<file path="src/rtl/stereo_voice_mixer.sv">
// Serial stereo mixer: captures NUM_VOICES samples per codec frame, accumulates
// one voice per cycle into L/R with per-voice pan, then attenuates and saturates.
module stereo_voice_mixer #(
  parameter int NUM_VOICES = 10,
  parameter int TIMEOUT    = 256
) (
  input  logic                      clk,
  input  logic                      reset,
  input  logic                      new_frame,
  output logic                      generate_next,
  input  logic                      voices_ready,
  input  logic [16*NUM_VOICES-1:0]  voice_samples,
  input  logic [2*NUM_VOICES-1:0]   pan,
  input  logic [2:0]                atten,
  input  logic                      mute,
  output logic signed [15:0]        sample_left,
  output logic signed [15:0]        sample_right,
  output logic                      mix_valid,
  output logic                      overrun,
  output logic                      timeout
);

  localparam int IW = (NUM_VOICES > 1) ? $clog2(NUM_VOICES) : 1;
  localparam int CW = (TIMEOUT > 1) ? $clog2(TIMEOUT) : 1;

  typedef enum logic [1:0] {IDLE, REQ, ACCUM, OUT} state_t;

  state_t                     state, state_nxt;
  logic [IW-1:0]              idx;
  logic [CW-1:0]              wait_cnt;
  logic [16*NUM_VOICES-1:0]   cap_samples;
  logic [2*NUM_VOICES-1:0]    cap_pan;
  logic signed [20:0]         acc_l, acc_r, acc_l_nxt, acc_r_nxt;
  logic signed [15:0]         cur;
  logic [1:0]                 cur_pan;
  logic signed [20:0]         cur_ext, cur_half, add_l, add_r;
  logic                       last_voice, wait_done;

  function automatic logic signed [15:0] scale_sat(input logic signed [20:0] a,
                                                   input logic [2:0] sh);
    logic signed [20:0] s;
    s = a >>> sh;
    if (s > 21'sd32767)
      return 16'sh7fff;
    else if (s < -21'sd32768)
      return 16'sh8000;
    else
      return s[15:0];
  endfunction

  assign last_voice    = (idx == IW'(NUM_VOICES - 1));
  assign wait_done     = (wait_cnt == CW'(TIMEOUT - 1));
  assign generate_next = (state == REQ);
  assign mix_valid     = (state == OUT);

  always_comb begin
    state_nxt = state;
    case (state)
      IDLE:    if (new_frame) state_nxt = REQ;
      REQ:     if (voices_ready) state_nxt = ACCUM;
               else if (wait_done) state_nxt = IDLE;
      ACCUM:   if (last_voice) state_nxt = OUT;
      OUT:     state_nxt = IDLE;
      default: state_nxt = IDLE;
    endcase
  end

  always_comb begin
    cur      = cap_samples[16*idx +: 16];
    cur_pan  = cap_pan[2*idx +: 2];
    cur_ext  = 21'(cur);
    cur_half = cur_ext >>> 1;
    add_l    = '0;
    add_r    = '0;
    case (cur_pan)
      2'd0: begin add_l = cur_half; add_r = cur_half; end
      2'd1: add_l = cur_ext;
      2'd2: add_r = cur_ext;
      default: begin add_l = cur_ext; add_r = cur_ext; end
    endcase
    acc_l_nxt = acc_l + add_l;
    acc_r_nxt = acc_r + add_r;
  end

  // Final voice is folded straight into shift/saturate so the output register
  // and mix_valid (state OUT) line up in the same cycle.
  always_ff @(posedge clk) begin
    if (reset) begin
      state        <= IDLE;
      idx          <= '0;
      wait_cnt     <= '0;
      cap_samples  <= '0;
      cap_pan      <= '0;
      acc_l        <= '0;
      acc_r        <= '0;
      sample_left  <= '0;
      sample_right <= '0;
      overrun      <= 1'b0;
      timeout      <= 1'b0;
    end else begin
      state <= state_nxt;
      if (new_frame && state != IDLE)
        overrun <= 1'b1;
      case (state)
        IDLE: wait_cnt <= '0;
        REQ: begin
          if (voices_ready) begin
            cap_samples <= voice_samples;
            cap_pan     <= pan;
            acc_l       <= '0;
            acc_r       <= '0;
            idx         <= '0;
          end else if (wait_done) begin
            timeout <= 1'b1;
          end else begin
            wait_cnt <= wait_cnt + 1'b1;
          end
        end
        ACCUM: begin
          acc_l <= acc_l_nxt;
          acc_r <= acc_r_nxt;
          idx   <= idx + 1'b1;
          if (last_voice) begin
            sample_left  <= mute ? '0 : scale_sat(acc_l_nxt, atten);
            sample_right <= mute ? '0 : scale_sat(acc_r_nxt, atten);
          end
        end
        default: ;
      endcase
    end
  end

endmodule

</file>
<file path="config.mk">
export PLATFORM = sky130hd
export DESIGN_NAME = stereo_voice_mixer
export DESIGN_NICKNAME = d
export VERILOG_FILES = /design/src/rtl/stereo_voice_mixer.sv
export SDC_FILE = /design/constraint.sdc
export NUM_CORES = 1
export LEC_CHECK = 0
export ABC_AREA = 1
export CORE_MARGIN = 4
export CORE_UTILIZATION = 45
export DETAILED_ROUTE_END_ITERATION = 8
export PLACE_DENSITY = 0.66
export SYNTH_ARGS = -nofsm -noshare
export SYNTH_HDL_FRONTEND = slang
export SYNTH_SLANG_ARGS = --single-unit
</file>
<file path="constraint.sdc">
create_clock -name clk -period 4.6 [get_ports clk]
set_input_delay 0.69 -clock clk [delete_from_list [all_inputs] [get_ports clk]]
set_output_delay 0.69 -clock clk [all_outputs]
set_load 0.02 [all_outputs]
</file>
Word-level counts from Yosys, hierarchy flattened
Index checks and enable logic that the tools add are counted.
W data, S select, Z words.
- logic and storage cells: 70
- register bits after elaboration: 270
- output and inout bits: 36
- equality and inequality tests: 13
- add/sub/neg operators: 4
- $lt $le $gt $ge: 4
- reductions and logical operators: 12
- bitwise gates (word level): 1
- muxes and demuxes: 21
- shifts and indexed selects: 4
- operator list (kind ; number):
    $pmux W21 S2 ; 4
    $shiftx A160 B9 Y16 ; 1
    $mux W16 ; 6
    $add A21 B21 Y21 ; 2
    $gt A21 B16 Y1 const B ; 2
    $lt A21 B16 Y1 const B ; 2
    $sshr A21 B3 Y21 ; 2
    $mux W21 ; 1
    $shiftx A20 B6 Y2 ; 1
    $mux W8 ; 2
    $pmux W8 S2 ; 1
    $reduce_and A3 Y1 ; 3
    $add A8 B1 Y8 const B ; 1
    $eq A8 B8 Y1 const B ; 1
    $mux W2 ; 4
    $ne A2 B2 Y1 const B ; 4
    $pmux W2 S4 ; 1
    $pmux W4 S2 ; 1
    $eq A2 B2 Y1 const B ; 3
    $reduce_and A2 Y1 ; 3
    $reduce_bool A2 Y1 ; 3
    $add A4 B1 Y4 const B ; 1
    $eq A2 B1 Y1 const B ; 2
    $eq A4 B4 Y1 const B ; 1
    other kinds (6) ; 7

Logic depth before layout (Yosys ltp)
- depth in word-level cells: 9
- mapped depth: 38
- depth with buffers taken out: 34

Least setup slack after synthesis
OpenSTA, ideal clock, no wires.
- path kind: register to register
- from: register idx[0]
- to: register sample_left[12]
- path slack: 0.500 ns
- data arrival time: 3.966 ns
- data required time: 4.465 ns
- cell stages (with the launch flop): 35
- cell sequence: dfxtp_1 buf_6 inv_4 buf_6 buf_6 clkbuf_1 a21oi_1 o21ai_0 o211ai_1 a32oi_1 or2_2 o21ai_0 ha_1 fa_1 nand3_1 nand2_1 nand2_1 nand2_1 nand3_1 nand2_1 nand2_1 nand2_1 nand3_2 nand2_4 nand2_4 nand2_2 o21ai_0 inv_1 nor2_1 nand2_1 nand2_2 buf_4 nand2_1 nand2_1 a21oi_2
- cells in the longest elaborated chain, start to end: 9
- elaborated cells between the ends (all ways): 14
- classes of those cells: 1 x add/sub; 2 x order compare; 2 x eq/ne; 3 x shift; 4 x mux; 2 x reduce/logical
- ends and longest elaborated chain (what ; line ; text):
    from (decl) ; 29 ; logic [IW-1:0] idx;
    from (signal assigned) ; 122 ; idx <= idx + 1'b1;
    branches (longest 9 deep; another with $add A21 B21 Y21) ; n/a ;
    to (signal assigned) ; 124 ; sample_left <= mute ? '0 : scale_sat(acc_l_nxt, atten);
    to (decl) ; 16 ; output logic signed [15:0] sample_left,
Several ways; the timed one is not identified.
A chain may end at the register's enable or synchronous reset.

Worst setup path in the final report
- from: register idx[0]
- to: register sample_left[5]
The elaborated chain is that of the path after synthesis.

==> summary.txt <==
Yosys
  – Synth Cell Area: between 15,000 and 20,000 sq um
  – Avg Cell Area, Syn: 6.68 sq um
  – Synth Instances: between 2,000 and 2,500
  – Largest cells by area after synthesis: dfxtp_1, nand2_1, a21oi_1, nand3_1, o21ai_0
  – Sequential fraction of the synthesis area: roughly a third
  – Async set-reset flop share out of synthesis: 0%
  – Number of flops mapped to enable cells by yosys: 0
  – Synth cell count leaders: nand2_1, a21oi_1, dfxtp_1, nand3_1, o21ai_0
  – Top-count cell post-synth: nand2_1
  – Share of the synthesized area in the top cell type: 35.1%
  – Area leader, netlist: dfxtp_1
  – Warnings, synthesis: 0
  – Syn Nets: between 2,000 and 3,000
  – Yosys cell types: 50
  – Count of state elements after synthesis: 270
  – Primary FF master, synth: dfxtp_1

Route
  – DRT iter0 DRCs: 1,516
  – Drt wl/cell: around 18 um
  – Router iterations before antenna repair: 5
  – Via density: about 5.5
  – Total length of routed wires: around 53,000 um
  – DRT antenna net count: 0
  – Post-route DRC: 0
  – Via count: between 15,000 and 20,000

Timing
  – Fin crit share: between 90% and 100%
  – Final setup violating endpoints: 0
  – Clock Skew: roughly 0.035 ns
  – Final worst setup slack: roughly 0.13 ns
  – Max-slew headroom: approximately a fifth
  – Slew Viols, Final: 0
  – Tmin final: ~4.5 ns
  – Worst Max-Slew Pin Slew: about 1.2 ns
  – Setup_tns: 0 ns
  – Highest Clock Rate: between 0.2 and 0.25 GHz
  – Hold Violations, Final: 0
  – Unrepaired setup endpoints after global routing: yes

Run status
  – Status: finished clean

Global routing
  – GRT Total Usage: around a quarter
  – Initial antenna violation count: 0
  – Number of global-route vias before repair: 15,046
  – First-pass GRT wire length: 80,100 um
  – Pin count of the biggest net entering global routing: 201
  – Grt ovf: 0

Die
  – # IOs: approximately 220
  – Die Area: around 37,000 sq um
  – DIE HEIGHT: slightly below 200 um
  – Initial Utilization: a little under half
  – Core Region: about 34,000 sq um
  – Rows: 67
  – Chip width: slightly below 200 um

Setup path
  – Max stage delay cell, worst path: dfxtp_4
  – Cell repeated most along the worst path: o21ai_0
  – Worst Path Required: a little over 5 ns
  – Worst-path cell chain: clkinv_8 -> buf_12 -> o21ai_0 -> o211ai_1 -> a32oi_2 -> or2_2 -> o21ai_0 -> ha_1 -> a21oi_1 -> nand2_1 -> nand2_1 -> nand2_2 -> a21oi_2 -> o21ai_0 -> xnor2_1 -> o21ai_0 -> o21ai_0 -> o21ai_0 -> nand2_1 -> nand2_1 -> nand2_1 -> a21oi_1
  – Critical path capture point type: flop
  – Crit Path Category: flop to flop
  – Crit Path Max Fanout: 25
  – Crit path launch type: flop
  – Crit-path max cell delay: about 0.4 ns
  – CP Data Arrival Time: just under 5 ns

Clock tree
  – CTS Hold Bufs: 0
  – Max Buffers Root-to-Sink: 3
  – CTS buffer count: 29
  – Clock slew at reported path FFs: approximately 0.06 ns
  – Clk Latency, worst-skew pair: 0.59 ns
  – Clock sink total: 270
  – CTS tree: built
  – Clk root buf: clkbuf_16
  – H-Tree Depth: 1

Layout
  – FF+latch area: 5410 sq um
  – Synth-to-Final Area Change: 29.0%
  – Fin nets: 2,722
  – Total of fill cells in the finished design: approximately 3,300
  – Area occupied by multi-input gates: 9190 sq um
  – ANT cells: 0
  – Share of cells above drive strength 1: 12.4%

Placement
  – DP HPWL: 37,100 um
  – Pre-CTS WS: -0.217 ns
  – Placer Congestion: between 0.9 and 1
  – I/O Buffers: around 220

Min path
  – Hold Crit Class: flop to flop

Flow run
  – Max Cap Viol: 0

Pwr
  – Worst VDD drop: 0.000258 V
  – P per Cell Area: ~380 nW/um^2
  – Total Power: 7470 uW
  – P_leak: between 0.007 and 0.008 uW
[cells in the final DEF, fill, tap and decap left out, drive strengths merged, types with 15 or more instances in the layout]
cell	n
a21oi	347
a32oi	15
buf	81
clkbuf	42
clkdlybuf4s50	221
dfxtp	270
ha	43
inv	154
nand2	594
nand3	245
nor2	97
o211ai	37
o21ai	238
or2	21
xor2	21
[sequential cells by signal, indices dropped and copies added (netlist names), named ones only]
register and cells:
state 1, timeout 1, cap_samples 160, sample_left 16, cap_pan 20, acc_l 21
wait_cnt 8, sample_right 16, overrun 1, acc_r 21, idx 4
[layer usage]
metal | part of all wire [%] | global-route usage (%) | vias to the layer above
met5 | 0 | 0 | -
met4 | 2.5 | 6.62 | 0
met3 | 7.4 | 4.25 | 66
met2 | 45 | 42.5 | 609
li1 | - | - | 8115
met1 | 45 | 37.7 | 7601
[report_power, final]
group	internal (uW)	total (uW)	switching (uW)
Clock	1600	2620	1030
Combinational	849	2260	1410
Sequential	2510	2590	82.8
[through the flow]
stage | instance area [sq um] | hold slack, ns | instances | util [%]
after floorplan | 15400 | 0.424 | 2307 | -
after global placement | 17900 | 0.437 | 2859 | 53.2
after detailed placement | 17900 | 0.439 | 2859 | 53.2
after CTS | 19100 | 0.449 | 2917 | 56.6
after global routing | 19900 | 0.459 | 2959 | 59.0
final | 19900 | 0.447 | 2959 | 59.0
[area by class of cell]
type,instances,share of cell area (%)
Timing Repair Buffer,307,15.3
Clock buffer,37,4.10
Inverter,154,3.00
Sequential cell,270,27.2
Tap cell,448,2.82
Multi-Input combinational cell,1727,46.2
Clock inverter,16,1.31
[what timing repair did]
item / in CTS / in global routing
endpoints found under the setup margin: 30 / 30
pin swaps: 4 / 49
gates cloned: 0 / 8
gates resized for setup: 7 / 127
buffers inserted: 5 / 34
[worst max-delay path: cells and delay by family, from the launching register on]
family	cells	cell delay, ns
AO/OA/AOI/OAI	11	2.51
XOR/XNOR	1	0.16
adder cells (fa/ha/maj)	1	0.39
buffers and inverters	2	0.27
flip-flops	1	0.40
AND/OR/NAND/NOR	7	0.64
[logic make-up (layout without fill, tap and decap cells)]
group / Yosys count / count (layout) / synth area share [%]
AO/OA/AOI/OAI: 667 / 667 / 23.6
XOR/XNOR: 33 / 33 / 1.88
adder cells (fa/ha/maj): 45 / 45 / 3.75
buffers and inverters: 313 / 514 / 8.18
flip-flops: 270 / 270 / 35.1
multiplexers: 1 / 1 / 0.0649
AND/OR/NAND/NOR: 978 / 981 / 27.5
[final timing paths]
kind | to | depth (start not counted) | startpoint | slack (ns)
hold reg to reg | cap_samples[131] | 2 | cap_samples[131] | 0.45
setup / recovery | sample_left[5] | 22 | idx[0] | 0.13
setup reg to reg | sample_left[5] | 22 | idx[0] | 0.13
hold / removal | cap_samples[131] | 2 | cap_samples[131] | 0.45
Power figures use the tool's default switching activity.
